--- src/rtl/fifo_rd_fwft_if.sv ---
// Signal bundle for the FWFT read stage: FIFO read port on one side, valid/ready stream on the other.
// The stage itself is the master; the surrounding FIFO and consumer form the slave side.
interface fifo_rd_fwft_if #(
    parameter int WIDTH     = 8,
    parameter int BUF_DEPTH = 2
);
    localparam int LVL_W = $clog2(BUF_DEPTH) + 1;

    logic             fifo_empty;
    logic             rd_inr;
    logic [WIDTH-1:0] ram_rdata;
    logic [WIDTH-1:0] out_data;
    logic             out_valid;
    logic             out_ready;
    logic [LVL_W-1:0] buf_level;

    modport master (
        input  fifo_empty,
        input  ram_rdata,
        input  out_ready,
        output rd_inr,
        output out_data,
        output out_valid,
        output buf_level
    );

    modport slave (
        output fifo_empty,
        output ram_rdata,
        output out_ready,
        input  rd_inr,
        input  out_data,
        input  out_valid,
        input  buf_level
    );
endinterface

--- src/rtl/fifo_rd_fwft.sv ---
// Read-side output stage of the async FIFO: turns the registered empty flag and the
// 1-cycle RAM read port into a first-word-fall-through valid/ready stream.
module fifo_rd_fwft #(
    parameter int WIDTH     = 8,
    parameter int BUF_DEPTH = 2
) (
    input  logic           rclk,
    input  logic           rst_n,
    fifo_rd_fwft_if.master bus
);
    localparam int             PTR_W   = $clog2(BUF_DEPTH);
    localparam int             LVL_W   = PTR_W + 1;
    localparam logic [LVL_W:0] DEPTH_W = (LVL_W + 1)'(BUF_DEPTH);

    logic [WIDTH-1:0] buf_mem [BUF_DEPTH];
    logic [PTR_W-1:0] wr_ptr;
    logic [PTR_W-1:0] rd_ptr;
    logic [LVL_W-1:0] buf_level;
    logic             inflight;
    logic             init;
    logic             pop;
    logic [LVL_W:0]   credit;

    // Credit counts the word already on its way from the RAM, so the buffer can never overflow.
    always_comb begin
        // NOTE: combinational logic uses blocking '=' and assigns every output on every path, so no latch is inferred.
        pop        = (buf_level != '0) & bus.out_ready;
        credit     = {1'b0, buf_level} + (LVL_W + 1)'(inflight) - (LVL_W + 1)'(pop);
        bus.rd_inr = ~init & ~bus.fifo_empty & (credit < DEPTH_W);
    end

    always_ff @(posedge rclk or negedge rst_n) begin
        // NOTE: sequential state uses non-blocking '<=' so every register samples pre-edge values.
        if (!rst_n) begin
            init      <= 1'b1;
            inflight  <= 1'b0;
            wr_ptr    <= '0;
            rd_ptr    <= '0;
            buf_level <= '0;
        end else begin
            init      <= 1'b0;
            inflight  <= bus.rd_inr;
            buf_level <= credit[LVL_W-1:0];
            if (inflight) wr_ptr <= wr_ptr + PTR_W'(1);
            if (pop)      rd_ptr <= rd_ptr + PTR_W'(1);
        end
    end

    // NOTE: the buffer is reset because out_data must read 0 after reset; it is only BUF_DEPTH words.
    always_ff @(posedge rclk or negedge rst_n) begin
        if (!rst_n) begin
            for (int i = 0; i < BUF_DEPTH; i++) buf_mem[i] <= '0;
        end else if (inflight) begin
            buf_mem[wr_ptr] <= bus.ram_rdata;
        end
    end

    assign bus.out_data  = buf_mem[rd_ptr];
    assign bus.out_valid = (buf_level != '0);
    assign bus.buf_level = buf_level;
endmodule

--- src/flat_wrapper.sv ---
// flat-port wrapper written by rule: the top's interface ports become plain ports
module fifo_rd_fwft_flat 
#(
    parameter int WIDTH     = 8,
    parameter int BUF_DEPTH = 2
)
  (rclk, rst_n, bus_fifo_empty, bus_ram_rdata, bus_out_ready, bus_rd_inr, bus_out_data, bus_out_valid, bus_buf_level);
  fifo_rd_fwft_if #(.WIDTH(WIDTH), .BUF_DEPTH(BUF_DEPTH)) bus_i ();
  input  logic rclk;
  input  logic rst_n;
  input wire logic [$bits(bus_i.fifo_empty)-1:0] bus_fifo_empty;
  input wire logic [$bits(bus_i.ram_rdata)-1:0] bus_ram_rdata;
  input wire logic [$bits(bus_i.out_ready)-1:0] bus_out_ready;
  output wire logic [$bits(bus_i.rd_inr)-1:0] bus_rd_inr;
  output wire logic [$bits(bus_i.out_data)-1:0] bus_out_data;
  output wire logic [$bits(bus_i.out_valid)-1:0] bus_out_valid;
  output wire logic [$bits(bus_i.buf_level)-1:0] bus_buf_level;
  assign bus_i.fifo_empty = bus_fifo_empty;
  assign bus_i.ram_rdata = bus_ram_rdata;
  assign bus_i.out_ready = bus_out_ready;
  assign bus_rd_inr = bus_i.rd_inr;
  assign bus_out_data = bus_i.out_data;
  assign bus_out_valid = bus_i.out_valid;
  assign bus_buf_level = bus_i.buf_level;
  fifo_rd_fwft #(.WIDTH(WIDTH), .BUF_DEPTH(BUF_DEPTH)) u_core (.rclk(rclk), .rst_n(rst_n), .bus(bus_i));
endmodule
--- config.mk ---
export PLATFORM = sky130hd
export DESIGN_NAME = fifo_rd_fwft_flat
export DESIGN_NICKNAME = d
export VERILOG_FILES = /design/src/rtl/fifo_rd_fwft_if.sv /design/src/rtl/fifo_rd_fwft.sv /design/src/flat_wrapper.sv
export SDC_FILE = /design/constraint.sdc
export NUM_CORES = 1
export LEC_CHECK = 0
export CORE_MARGIN = 3
export CORE_UTILIZATION = 50
export CTS_BUF_LIST = sky130_fd_sc_hd__clkbuf_8
export DETAILED_ROUTE_END_ITERATION = 10
export PLACE_DENSITY_LB_ADDON = 0.3
export SKIP_CTS_REPAIR_TIMING = 1
export SYNTH_ARGS = -nofsm -noshare
export SYNTH_HDL_FRONTEND = slang
export SYNTH_SLANG_ARGS = --single-unit
--- constraint.sdc ---
create_clock -name rclk -period 2.9 [get_ports rclk]
set_input_delay 0.725 -clock rclk [delete_from_list [all_inputs] [get_ports rclk]]
set_output_delay 0.725 -clock rclk [all_outputs]
set_load 0.01 [all_outputs]
After elaboration in Yosys (flattened, before gate mapping):

Index checks and enable logic that the tools add are counted.

* $add $sub $neg: 4
* $lt $le $gt $ge: 4
* multiplexer cells: 6
* bitwise operators: 7
* reduce and logical (&&, ||, !) cells: 2

Operators with widths (number)
* 8-bit 2-to-1 mux: 4
* 16-bit bitwise mux: 1
* 8-bit demux with 1-bit select: 1
* 2-bit greater-or-equal comparator (second input constant): 2
* 1-bit NOT with 2-bit output: 2
* 2-bit by 1-bit adder with 3-bit output: 1
* 1-bit bitwise AND: 3
* 3-bit by 2-bit < comparator with 1-bit output (second input constant): 1
* 3-bit by 1-bit subtractor with 3-bit output: 1
* 1-bit adder (second input constant): 2
* 2-bit by 1-bit < comparator with 1-bit output (second input constant): 1
* 1-bit NOT: 2
* 2-bit nonzero test: 1
* 1-bit logical AND: 1

* flip-flop bits (word level): 22
* input bits: 12
* output and inout bits: 12
* logic and storage cells: 30

Logic depth before layout (Yosys ltp):

Gate-level depths: netlist (run 1).

* depth in word-level cells: 6
* mapped depth: 7
* depth with buffers taken out: 7

Worst setup path after synthesis (run 1):

Ideal clock, no wire load.

* path kind: input to output
* start point: in bus_out_ready
* end point: out bus_rd_inr
* arrival: 2221 ps
* required time: 2175 ps
* setup slack: -46 ps
* cell stages on the path: 6
* path buffers: 0
* path through: o21a_1 > ha_1 > inv_1 > ha_1 > fa_1 > nor4_1

* cells in the longest elaborated chain, start to end: 4

RTL lines
* from (decl): line flat_wrapper.sv:13 `input wire logic [$bits(bus_i.out_ready)-1:0] bus_out_ready;`
* 1-bit bitwise AND: line fifo_rd_fwft.sv:27 `pop = (buf_level != '0) & bus.out_ready;`
* 3-bit by 1-bit subtractor with 3-bit output: line fifo_rd_fwft.sv:28 `credit = {1'b0, buf_level} + (LVL_W + 1)'(inflight) - (LVL_W + 1)'(pop);`
* named net u_core.credit[1]: line fifo_rd_fwft.sv:22 `logic [LVL_W:0] credit;`
* 3-bit by 2-bit < comparator with 1-bit output: line fifo_rd_fwft.sv:29 `bus.rd_inr = ~init & ~bus.fifo_empty & (credit < DEPTH_W);`
* 1-bit bitwise AND: line fifo_rd_fwft.sv:29
* to (decl): line flat_wrapper.sv:14 `output wire logic [$bits(bus_i.rd_inr)-1:0] bus_rd_inr;`

The timed path passes the listed nets, and every way through them passes these cells.

Final worst setup path (run 1):

* start point: in bus_out_ready
* end point: out bus_rd_inr

* cells in the longest elaborated chain, start to end: 4

RTL lines
* 1-bit bitwise AND: line fifo_rd_fwft.sv:27
* named net u_core.pop: line fifo_rd_fwft.sv:21 `logic pop;`
* 3-bit by 1-bit subtractor with 3-bit output: line fifo_rd_fwft.sv:28
* named net u_core.credit[1]: line fifo_rd_fwft.sv:22
* 3-bit by 2-bit < comparator with 1-bit output: line fifo_rd_fwft.sv:29
* 1-bit bitwise AND: line fifo_rd_fwft.sv:29

The timed path passes the listed nets, and every way through them passes these cells.

==> metrics.csv, run 1 <==
metric,value,unit
final worst setup slack,-0.204,ns
final hold viol count,0,
critical path endpoint category,output pin,
worst hold margin,0.506,ns
Max rail drop VDD,0.000753,V
Worst Hold Class,reg -> reg,
port buffer count,23,
first-pass GRT wire length,3.18,mm
CP Launch Type,input port,
failing checks,negative setup slack,
power per standard cell area,1140,nW/um^2
Lkg Pwr,0.600,nW
Detailed Routing Iterations Pass 1,3,
"critical path fanouts, max",2,
vias in the first global route,672,
all-layer global routing usage,17.4,%
Mapped Area,991,sq um
max incr delay on CP,0.52,ns
TritonCTS buffer count,3,
Syn Area/Cell,15.5,sq um
Worst-path clk slew,0.07,ns
FILL cells,131,
total length of routed wires,1.80,mm
clk sinks,22,
DRC violation count after routing,0,
via count,604,
FP Rows,15,
max_cap viols,0,
Reg area,552,sq um
# nets final,111,
Clock Tree Root,clkbuf_8,
initial antenna violation count,0,
layout cells sized above 1,43.2,%
arrival time at the worst endpoint,2.38,ns
CTS H-tree depth,1,
gpl congestion,0.703,
Yosys cell types,17,
CP top delay family,adder cells,
DR WL/cell,15.0,um
sequential area share after synthesis,55.7,%
register bit total from synthesis,22,
Power Total,1.54,mW
post-layout util,74.6,%
status,finished with violations,
placed cell count,115,
max-slew violations,0,
fin cells,120,
endpoints failing setup,1,
multi-input logic area,425,sq um
I/O pin cnt,24,
DIE HEIGHT,50.5,um
Tmin final,3.10,ns
TNS Setup,-0.204,ns
Slew HR,52.6,%
dpl ws,-0.902,ns
Synth-to-Final Area Change,35.6,%
slowest CP cell,fa_1,
critical path cell sequence,clkbuf_2 > o21a_1 > ha_1 > inv_1 > ha_2 > fa_1 > nor4_4 > buf_2,
DRT iter0 DRCs,2,
Initial Utilization,55.0,%
CP required,2.17,ns
largest net degree at the start of global routing,17,
die extent in x,50.5,um
RSZ-0062 raised after global routing,true,
antenna violation net count after detailed routing,0,
ANT cells,0,
clock skew,0.00710,ns
WS Path Type,in -> out,
syn nets,79,
worst skew pair latency,0.26,ns
Buf/Inv on CP,3,
count of warnings emitted by yosys,0,
Peak Freq,0.322,GHz
CTS tree,built,
placed inst area,1280,sq um
Worst Max-Slew Pin Slew,0.708,ns
Core ar.,1800,sq um
via-per-instance ratio,5.03,
final period utilization,107,%
Mapped Cells,64,
GR Overflow Total,0,
area of the die,2550,sq um
Clock Tree Buf Depth,2,
hpwl dp,1.29,mm
finished layout cell area,1340,sq um
[per-layer routing]
layer,vias to the layer above,routed length [um],GRT usage (%)
met5,-,0,0
met4,0,8,5.38
met3,2,85,6.23
met2,16,898,27.2
met1,308,806,22.5
li1,278,-,-
[power by group]
group / leakage (nW) / switching, mW / total (mW) / internal (mW)
registers: 0.262 / 0.108 / 0.563 / 0.456
clock network: 0.0288 / 0.0943 / 0.215 / 0.121
logic: 0.309 / 0.264 / 0.759 / 0.495
[cell usage in the layout, fill, tap and decap left out, types with 2 or more instances in the layout]
cell type,count
xor2_1,2
clkdlybuf4s50_1,21
mux2_4,8
mux2_2,16
buf_4,6
clkbuf_8,4
inv_1,4
dfrtp_1,21
[worst register-to-register path, stage by stage, from the launching register on]
cell and delay [ns]:
dfrtp_1 0.38, o21a_1 0.21, ha_1 0.27, inv_1 0.04
ha_2 0.17, fa_1 0.52, nor4_4 0.29, buf_4 0.14
[synth_stat cells]
cell     count  share of area (%)
mux2_4       8                 12
nand2_2      1               0.63
buf_6        1                1.1
inv_1        4                1.5
o21a_1       1               0.76
mux2_2      16                 18
dfrtp_1     21                 53
conb_1       1               0.38
xor2_1       2                1.8
nand2_1      1               0.38
ha_1         2                2.5
nor4_1       1               0.63
xnor2_1      1               0.88
buf_2        1               0.50
nor2b_2      1               0.88
dfstp_2      1                2.7
fa_1         1                2.0
[state kept, by name, summed over array words and instances (netlist names)]
name / cells
u_core.rd_ptr: 1
u_core.buf_mem: 16
u_core.wr_ptr: 1
u_core.init: 1
u_core.inflight: 1
u_core.bus.buf_level: 2
[path summary, 6_finish.rpt]
kind	depth (start not counted)	start	to	slack [ns]
setup / recovery	8	bus_out_ready	bus_rd_inr	-0.20
setup reg to reg	7	u_core.bus.buf_level[1]	u_core.inflight	0.82
hold reg to reg	1	u_core.buf_mem[2]	u_core.buf_mem[2]	0.51
max in group asynchronous	2	rst_n	u_core.buf_mem[14]	1.45
min in group asynchronous	1	rst_n	u_core.bus.buf_level[0]	0.88
hold / removal	1	u_core.buf_mem[2]	u_core.buf_mem[2]	0.51
[cell type report]
class	count	area share [%]
inverter	4	1.12
timing repair buffer	29	19.7
tap	25	2.33
multi-input combinational	36	31.7
sequential	22	41.1
clock buffer	4	4.10
[cells by family (layout without fill, tap and decap cells)]
family,count (synthesis),count (layout),share of synthesized area (%)
AOI/OAI and AO/OA,1,1,0.758
xor gates and xnor gates,3,3,2.65
muxes,24,24,30.3
DFF,22,22,55.7
buffers and inverters,6,37,3.16
other,1,1,0.378
and+or+nand+nor,4,4,2.53
adders and majority gates,3,3,4.55
Power figures use the tool's default switching activity.
==> run 2: changes to the inputs <==
- CELL_PAD_IN_SITES_DETAIL_PLACEMENT: default -> 1
- CELL_PAD_IN_SITES_GLOBAL_PLACEMENT: default -> 2
- CORE_UTILIZATION: 50 -> 34
- RECOVER_POWER: default -> 100
==> run 2 against run 1 <==
  * The run still ends with negative setup slack left
  * Worst hold slack worse by 0.013 ns
  * Final area is 3.2% lower
  * Via count is 1.5% lower
  * Core utilization is 25 points lower
  * Global-route usage is 5.5 points lower
  * Clock-buffer cell count stayed put
  * Sequential share of layout area is 1.3 points higher
  * Clock skew is 0.0057 ns lower
  * Critical path type unchanged
==> metrics.csv, run 2 (synthesis results as in run 1) <==
metric,value,unit,change
area of the die,3600,sq um,was 2550 sq um
arrival time at the worst endpoint,2.36,ns,was 2.38 ns
via count,595,,was 604
Clock Tree Root,clkbuf_8,,unchanged
Worst Max-Slew Pin Slew,1.16,ns,was 0.708 ns
"commonest non-fill, non-tap cell in the layout",dfrtp_1,,
gpl congestion,0.648,,was 0.703
Synth-to-Final Area Change,31.3,%,was 35.6%
max-slew violations,0,,unchanged
DRC violation count after routing,0,,unchanged
power per standard cell area,1120,nW/um^2,was 1140 nW/um^2
final hold viol count,0,,unchanged
Detailed Routing Iterations Pass 1,2,,was 3
via-per-instance ratio,4.80,,was 5.03
CP top delay family,adder cells,,unchanged
flop-to-flop setup slack,0.95,ns,was 0.82 ns
Peak Freq,0.324,GHz,was 0.322 GHz
Top reg by flops,u_core.buf_mem,,unchanged
Worst-path clk slew,0.08,ns,was 0.07 ns
CP required,2.17,ns,about the same
max incr delay on CP,0.49,ns,was 0.52 ns
ANT cells,0,,unchanged
layout cells sized above 1,37.2,%,was 43.2%
Buf/Inv on CP,3,,unchanged
largest net degree at the start of global routing,23,,was 17
worst hold margin,0.493,ns,was 0.506 ns
dpl ws,-0.916,ns,was -0.902 ns
Slew HR,22.4,%,was 52.6%
most frequent cells in the layout,"dfrtp_1 (21), mux2_2 (20), clkdlybuf4s50_1 (12)",,"was clkdlybuf4s50_1 (21), dfrtp_1 (21), mux2_2 (16)"
slowest CP cell,fa_1,,unchanged
CP Launch Type,input port,,unchanged
GR Overflow Total,0,,unchanged
TritonCTS buffer count,3,,unchanged
RSZ-0062 raised after global routing,true,,unchanged
Core ar.,2610,sq um,was 1800 sq um
Lkg Pwr,0.574,nW,was 0.600 nW
Initial Utilization,37.9,%,was 55.0%
max FFs per register,16,,unchanged
die extent in x,60.0,um,was 50.5 um
hold path start,u_core.buf_mem[13],,was u_core.buf_mem[2]
hpwl dp,1.31,mm,was 1.29 mm
I/O pin cnt,24,,unchanged
# nets final,110,,was 111
total length of routed wires,1.75,mm,was 1.80 mm
first-pass GRT wire length,3.08,mm,was 3.18 mm
Clock Tree Buf Depth,2,,unchanged
DR WL/cell,14.1,um,was 15.0 um
Worst R2R Path Depth,6,,was 7
Worst Hold Class,reg -> reg,,unchanged
failing checks,negative setup slack,,unchanged
critical path cell sequence,clkbuf_2 > o21a_1 > ha_1 > inv_1 > ha_2 > fa_1 > nor4_2 > buf_2,,was clkbuf_2 > o21a_1 > ha_1 > inv_1 > ha_2 > fa_1 > nor4_4 > buf_2
initial antenna violation count,0,,unchanged
all-layer global routing usage,11.8,%,was 17.4%
Max rail drop VDD,0.000619,V,was 0.000753 V
clock skew,0.00135,ns,was 0.00710 ns
TNS Setup,-0.184,ns,was -0.204 ns
DRT iter0 DRCs,5,,was 2
status,finished with violations,,unchanged
endpoints failing setup,1,,unchanged
worst skew pair latency,0.26,ns,about the same
DIE HEIGHT,60.0,um,was 50.5 um
CTS tree,built,,unchanged
WS Path Type,in -> out,,unchanged
antenna violation net count after detailed routing,0,,unchanged
R2R Path End,u_core.inflight,,unchanged
largest registers,"u_core.buf_mem (16), u_core.bus.buf_level (2)",,unchanged
final period utilization,106,%,was 107%
port buffer count,23,,unchanged
"critical path fanouts, max",2,,unchanged
post-layout util,49.8,%,was 74.6%
hold path depth,1,,unchanged
critical path endpoint category,output pin,,unchanged
max_cap viols,0,,unchanged
vias in the first global route,664,,was 672
clk sinks,22,,unchanged
hold path endpoint,u_core.buf_mem[13],,was u_core.buf_mem[2]
CTS H-tree depth,1,,unchanged
final worst setup slack,-0.184,ns,was -0.204 ns
Tmin final,3.08,ns,was 3.10 ns
FP Rows,18,,was 15
Reg2Reg Launch Point,u_core.bus.buf_level[1],,unchanged
==> run 2: power by group <==
group	switching (mW)	internal [mW]	leakage, nW
clock	0.0977	0.121	0.0288
combinational	0.239	0.442	0.283
sequential	0.0991	0.455	0.262
==> run 2: worst max-delay path by stage <==
stage	cells after the start	end	from	slack, ns
2_1_floorplan	6	bus_rd_inr	bus_out_ready	0.07
3_3_place_gp	8	bus_rd_inr	bus_out_ready	-0.87
3_5_place_dp	8	bus_rd_inr	bus_out_ready	-0.92
4_1_cts	8	bus_rd_inr	bus_out_ready	-0.93
5_1_grt	8	bus_rd_inr	bus_out_ready	-0.25
6_report	8	bus_rd_inr	bus_out_ready	-0.18
==> run 2: metrics by stage <==
step | instances | total power, mW | instance area (sq um)
6_report | 124 | 1.45 | 1300
3_5_place_dp | 119 | 1.30 | 1280
5_1_grt | 124 | 1.57 | 1300
2_1_floorplan | 64 | 0.975 | 997
3_3_place_gp | 119 | 1.28 | 1280
4_1_cts | 123 | 1.53 | 1330
==> run 2: metal layers <==
layer  routed length, um  GRT usage [%]  up-vias
met4                  12           2.85        0
met1                 757           14.9      302
met2                 879           18.7       14
met5                   0              0        -
li1                    -              -      277
met3                  98           4.97        2
==> run 2: area by class of cell <==
class	instances	area, sq um
multi-input combinational	36	388
clock buffer	4	55.1
inverter	4	15.0
timing repair buffer	28	254
tap	30	37.5
fill	283	1310
sequential	22	552
==> run 3: changes to the inputs <==
- ABC_AREA: default -> 1
- CORE_UTILIZATION: 34 -> 31
- MAX_ROUTING_LAYER: default -> met4
- SLEW_MARGIN: default -> 25
==> run 3 against run 2 <==
  * The flow still finishes with violations (negative setup slack)
  * Global-route usage grew 0.62 points
  * Wire length grew 27%
  * Sequential cell count is the same
  * Critical path type unchanged
  * Largest cell class unchanged
  * Power grew 1.0%
  * Sequential power grew 3%
  * First-iteration DRC count grew to 5.4 times the previous value
  * Cell count grew 50%
  * Critical path depth grew 3
  * Clock-buffer cell count shrank 1
  * Maximum frequency grew 3.5%
  * Combinational power grew 4.5%
  * Largest power group unchanged
  * Worst setup slack gained 0.10 ns
==> metrics.csv, run 3 <==
metric,value,unit,change
layout cells sized above 1,15.5,%,was 37.2%
arrival time at the worst endpoint,2.26,ns,was 2.36 ns
Core ar.,3150,sq um,was 2610 sq um
Initial Utilization,33.6,%,was 37.9%
final period utilization,103,%,was 106%
finished layout cell area,1340,sq um,was 1300 sq um
Power Total,1.47,mW,was 1.45 mW
port buffer count,23,,unchanged
placed inst area,1340,sq um,was 1280 sq um
hold path start,u_core.buf_mem[2],,was u_core.buf_mem[13]
largest net degree at the start of global routing,23,,unchanged
Reg2Reg Launch Point,u_core.bus.buf_level[1],,unchanged
TritonCTS buffer count,3,,unchanged
total length of routed wires,2.23,mm,was 1.75 mm
CP required,2.17,ns,about the same
failing checks,negative setup slack,,unchanged
CP startpoint,bus_out_ready,,unchanged
DIE HEIGHT,64.5,um,was 60.0 um
DRT iter0 DRCs,27,,was 5
Mapped Cells,113,,was 64
Synth top area share,49.6,%,was 53.0%
critical path's most frequent cell,inv_1,,
Yosys cell types,18,,was 17
CTS H-tree depth,1,,unchanged
CTS tree,built,,unchanged
top-count cell post-synth,nand2_1,,was dfrtp_1
TNS Setup,-0.0805,ns,was -0.184 ns
max-slew violations,0,,unchanged
RSZ-0062 raised after global routing,true,,unchanged
count of warnings emitted by yosys,0,,unchanged
antenna violation net count after detailed routing,0,,unchanged
Max rail drop VDD,0.000334,V,was 0.000619 V
most frequent cells in the layout,"nand2_1 (40), dfrtp_1 (21), clkdlybuf4s50_1 (19)",,"was dfrtp_1 (21), mux2_2 (20), clkdlybuf4s50_1 (12)"
power per standard cell area,1100,nW/um^2,was 1120 nW/um^2
via count,804,,was 595
via-per-instance ratio,4.32,,was 4.80
critical path endpoint category,output pin,,unchanged
R2R Path End,u_core.inflight,,unchanged
all-layer global routing usage,12.4,%,was 11.8%
ANT cells,0,,unchanged
initial antenna violation count,0,,unchanged
"commonest non-fill, non-tap cell in the layout",nand2_1,,was dfrtp_1
Synth area leader,dfrtp_1,,unchanged
gpl congestion,0.634,,was 0.648
worst skew pair latency,0.25,ns,was 0.26 ns
max FFs per register,16,,unchanged
clock skew,0.00358,ns,was 0.00135 ns
final hold viol count,0,,unchanged
WS Path Type,in -> out,,unchanged
Peak Freq,0.336,GHz,was 0.324 GHz
Syn Area/Cell,9.38,sq um,was 15.5 sq um
Worst R2R Path Depth,10,,was 6
"Async S/R FF share, synth",100,%,unchanged
first-pass GRT wire length,3.98,mm,was 3.08 mm
endpoints failing setup,1,,unchanged
DRC violation count after routing,0,,unchanged
clk sinks,22,,unchanged
Worst Max-Slew Pin Slew,1.19,ns,was 1.16 ns
hold path depth,2,,was 1
Worst Hold Class,reg -> reg,,unchanged
Lkg Pwr,0.678,nW,was 0.574 nW
Clock Tree Root,clkbuf_8,,unchanged
max_cap viols,0,,unchanged
DR WL/cell,12.0,um,was 14.1 um
Synth area leaders,"dfrtp_1 (50%), nand2_1 (14%), o21ai_2 (13%)",,"was dfrtp_1 (53%), mux2_2 (18%), mux2_4 (12%)"
"critical path fanouts, max",2,,unchanged
Mapped Area,1060,sq um,was 991 sq um
# nets final,158,,was 110
Synth Flop Type,dfrtp_1,,unchanged
FP Rows,20,,was 18
Clock Tree Buf Depth,2,,unchanged
end of the critical path,bus_rd_inr,,unchanged
critical path cell sequence,buf_6 > o21ai_2 > inv_1 > ha_1 > inv_1 > ha_2 > fa_1 > inv_1 > nand2_1 > nor2_2 > buf_2,,was clkbuf_2 > o21a_1 > ha_1 > inv_1 > ha_2 > fa_1 > nor4_2 > buf_2
sequential area share after synthesis,52.1,%,was 55.7%
Worst-path clk slew,0.07,ns,was 0.08 ns
register bit total from synthesis,22,,unchanged
flop-to-flop setup slack,0.91,ns,was 0.95 ns
"EDFF count, synth",0,,unchanged
hpwl dp,1.59,mm,was 1.31 mm
Top reg by flops,u_core.buf_mem,,unchanged
dpl ws,-0.909,ns,was -0.916 ns
I/O pin cnt,24,,unchanged
Detailed Routing Iterations Pass 1,4,,was 2
largest registers,"u_core.buf_mem (16), u_core.bus.buf_level (2)",,unchanged
final worst setup slack,-0.0805,ns,was -0.184 ns
CP Launch Type,input port,,unchanged
die extent in x,64.5,um,was 60.0 um
vias in the first global route,899,,was 664
slowest CP cell,fa_1,,unchanged
Slew HR,20.9,%,was 22.4%
area of the die,4160,sq um,was 3600 sq um
status,finished with violations,,unchanged
post-layout util,42.4,%,was 49.8%
Post-synth top cells,"nand2_1 (40), dfrtp_1 (21), o21ai_2 (16)",,"was dfrtp_1 (21), mux2_2 (16), mux2_4 (8)"
GR Overflow Total,0,,unchanged
max incr delay on CP,0.47,ns,was 0.49 ns
Tmin final,2.98,ns,was 3.08 ns
syn nets,128,,was 79
Synth-to-Final Area Change,26.1,%,was 31.3%
## run 3: routing by layer
metal / GRT usage, % / wire (um) / vias up
met5: - / 0 / -
met4: 3.96 / 20 / 0
met3: 2.25 / 74 / 2
met2: 21.0 / 1090 / 15
met1: 15.1 / 1040 / 388
li1: - / - / 399
## run 3: worst min-delay path by stage
stage,end,slack (ns)
finish,u_core.buf_mem[2],0.49
global route,u_core.buf_mem[2],0.53
detailed placement,u_core.buf_mem[1],0.47
CTS,u_core.buf_mem[1],0.49
global placement,u_core.buf_mem[8],0.47
floorplan,u_core.buf_mem[0],0.43
## run 3: worst max-delay path, delay by kind of cell
kind	cells	cell delay [ns]
adder cells (fa/ha/maj)	3	0.91
buffers and inverters	5	0.41
AND/OR/NAND/NOR	2	0.17
AO/OA/AOI/OAI	1	0.05
## run 3: logic make-up (layout without fill, tap and decap cells)
kind of cell | count (synthesis) | count (layout) | share of synthesized area, %
DFF | 22 | 22 | 52.1
other | 1 | 1 | 0.354
AOI/OAI and AO/OA | 17 | 17 | 13.7
and+or+nand+nor | 49 | 49 | 18.9
adders and majority gates | 3 | 3 | 4.25
xor gates and xnor gates | 2 | 2 | 1.65
buffers and inverters | 19 | 48 | 9.09
## run 3: per-stage QoR
stage          std cells  hold slack [ns]
6_report             186            0.489
3_3_place_gp         181            0.465
5_1_grt              186            0.526
2_1_floorplan        113            0.429
4_1_cts              185            0.493
3_5_place_dp         181            0.473
## run 3: where the power goes
group / switching (mW) / internal, mW / total (mW)
combinational: 0.341 / 0.372 / 0.713
clock: 0.0912 / 0.0941 / 0.185
sequential: 0.114 / 0.458 / 0.572
total: 0.545 / 0.924 / 1.47
## run 3: area by class of cell
cell class	count	area (sq um)
fillers	386	1820
flip-flops and latches	22	552
multi-input cells	72	364
repair buffers	28	260
inverters	16	60.1
well taps	44	55.1
clock buffers	3	41.3
clock inverters	1	3.75
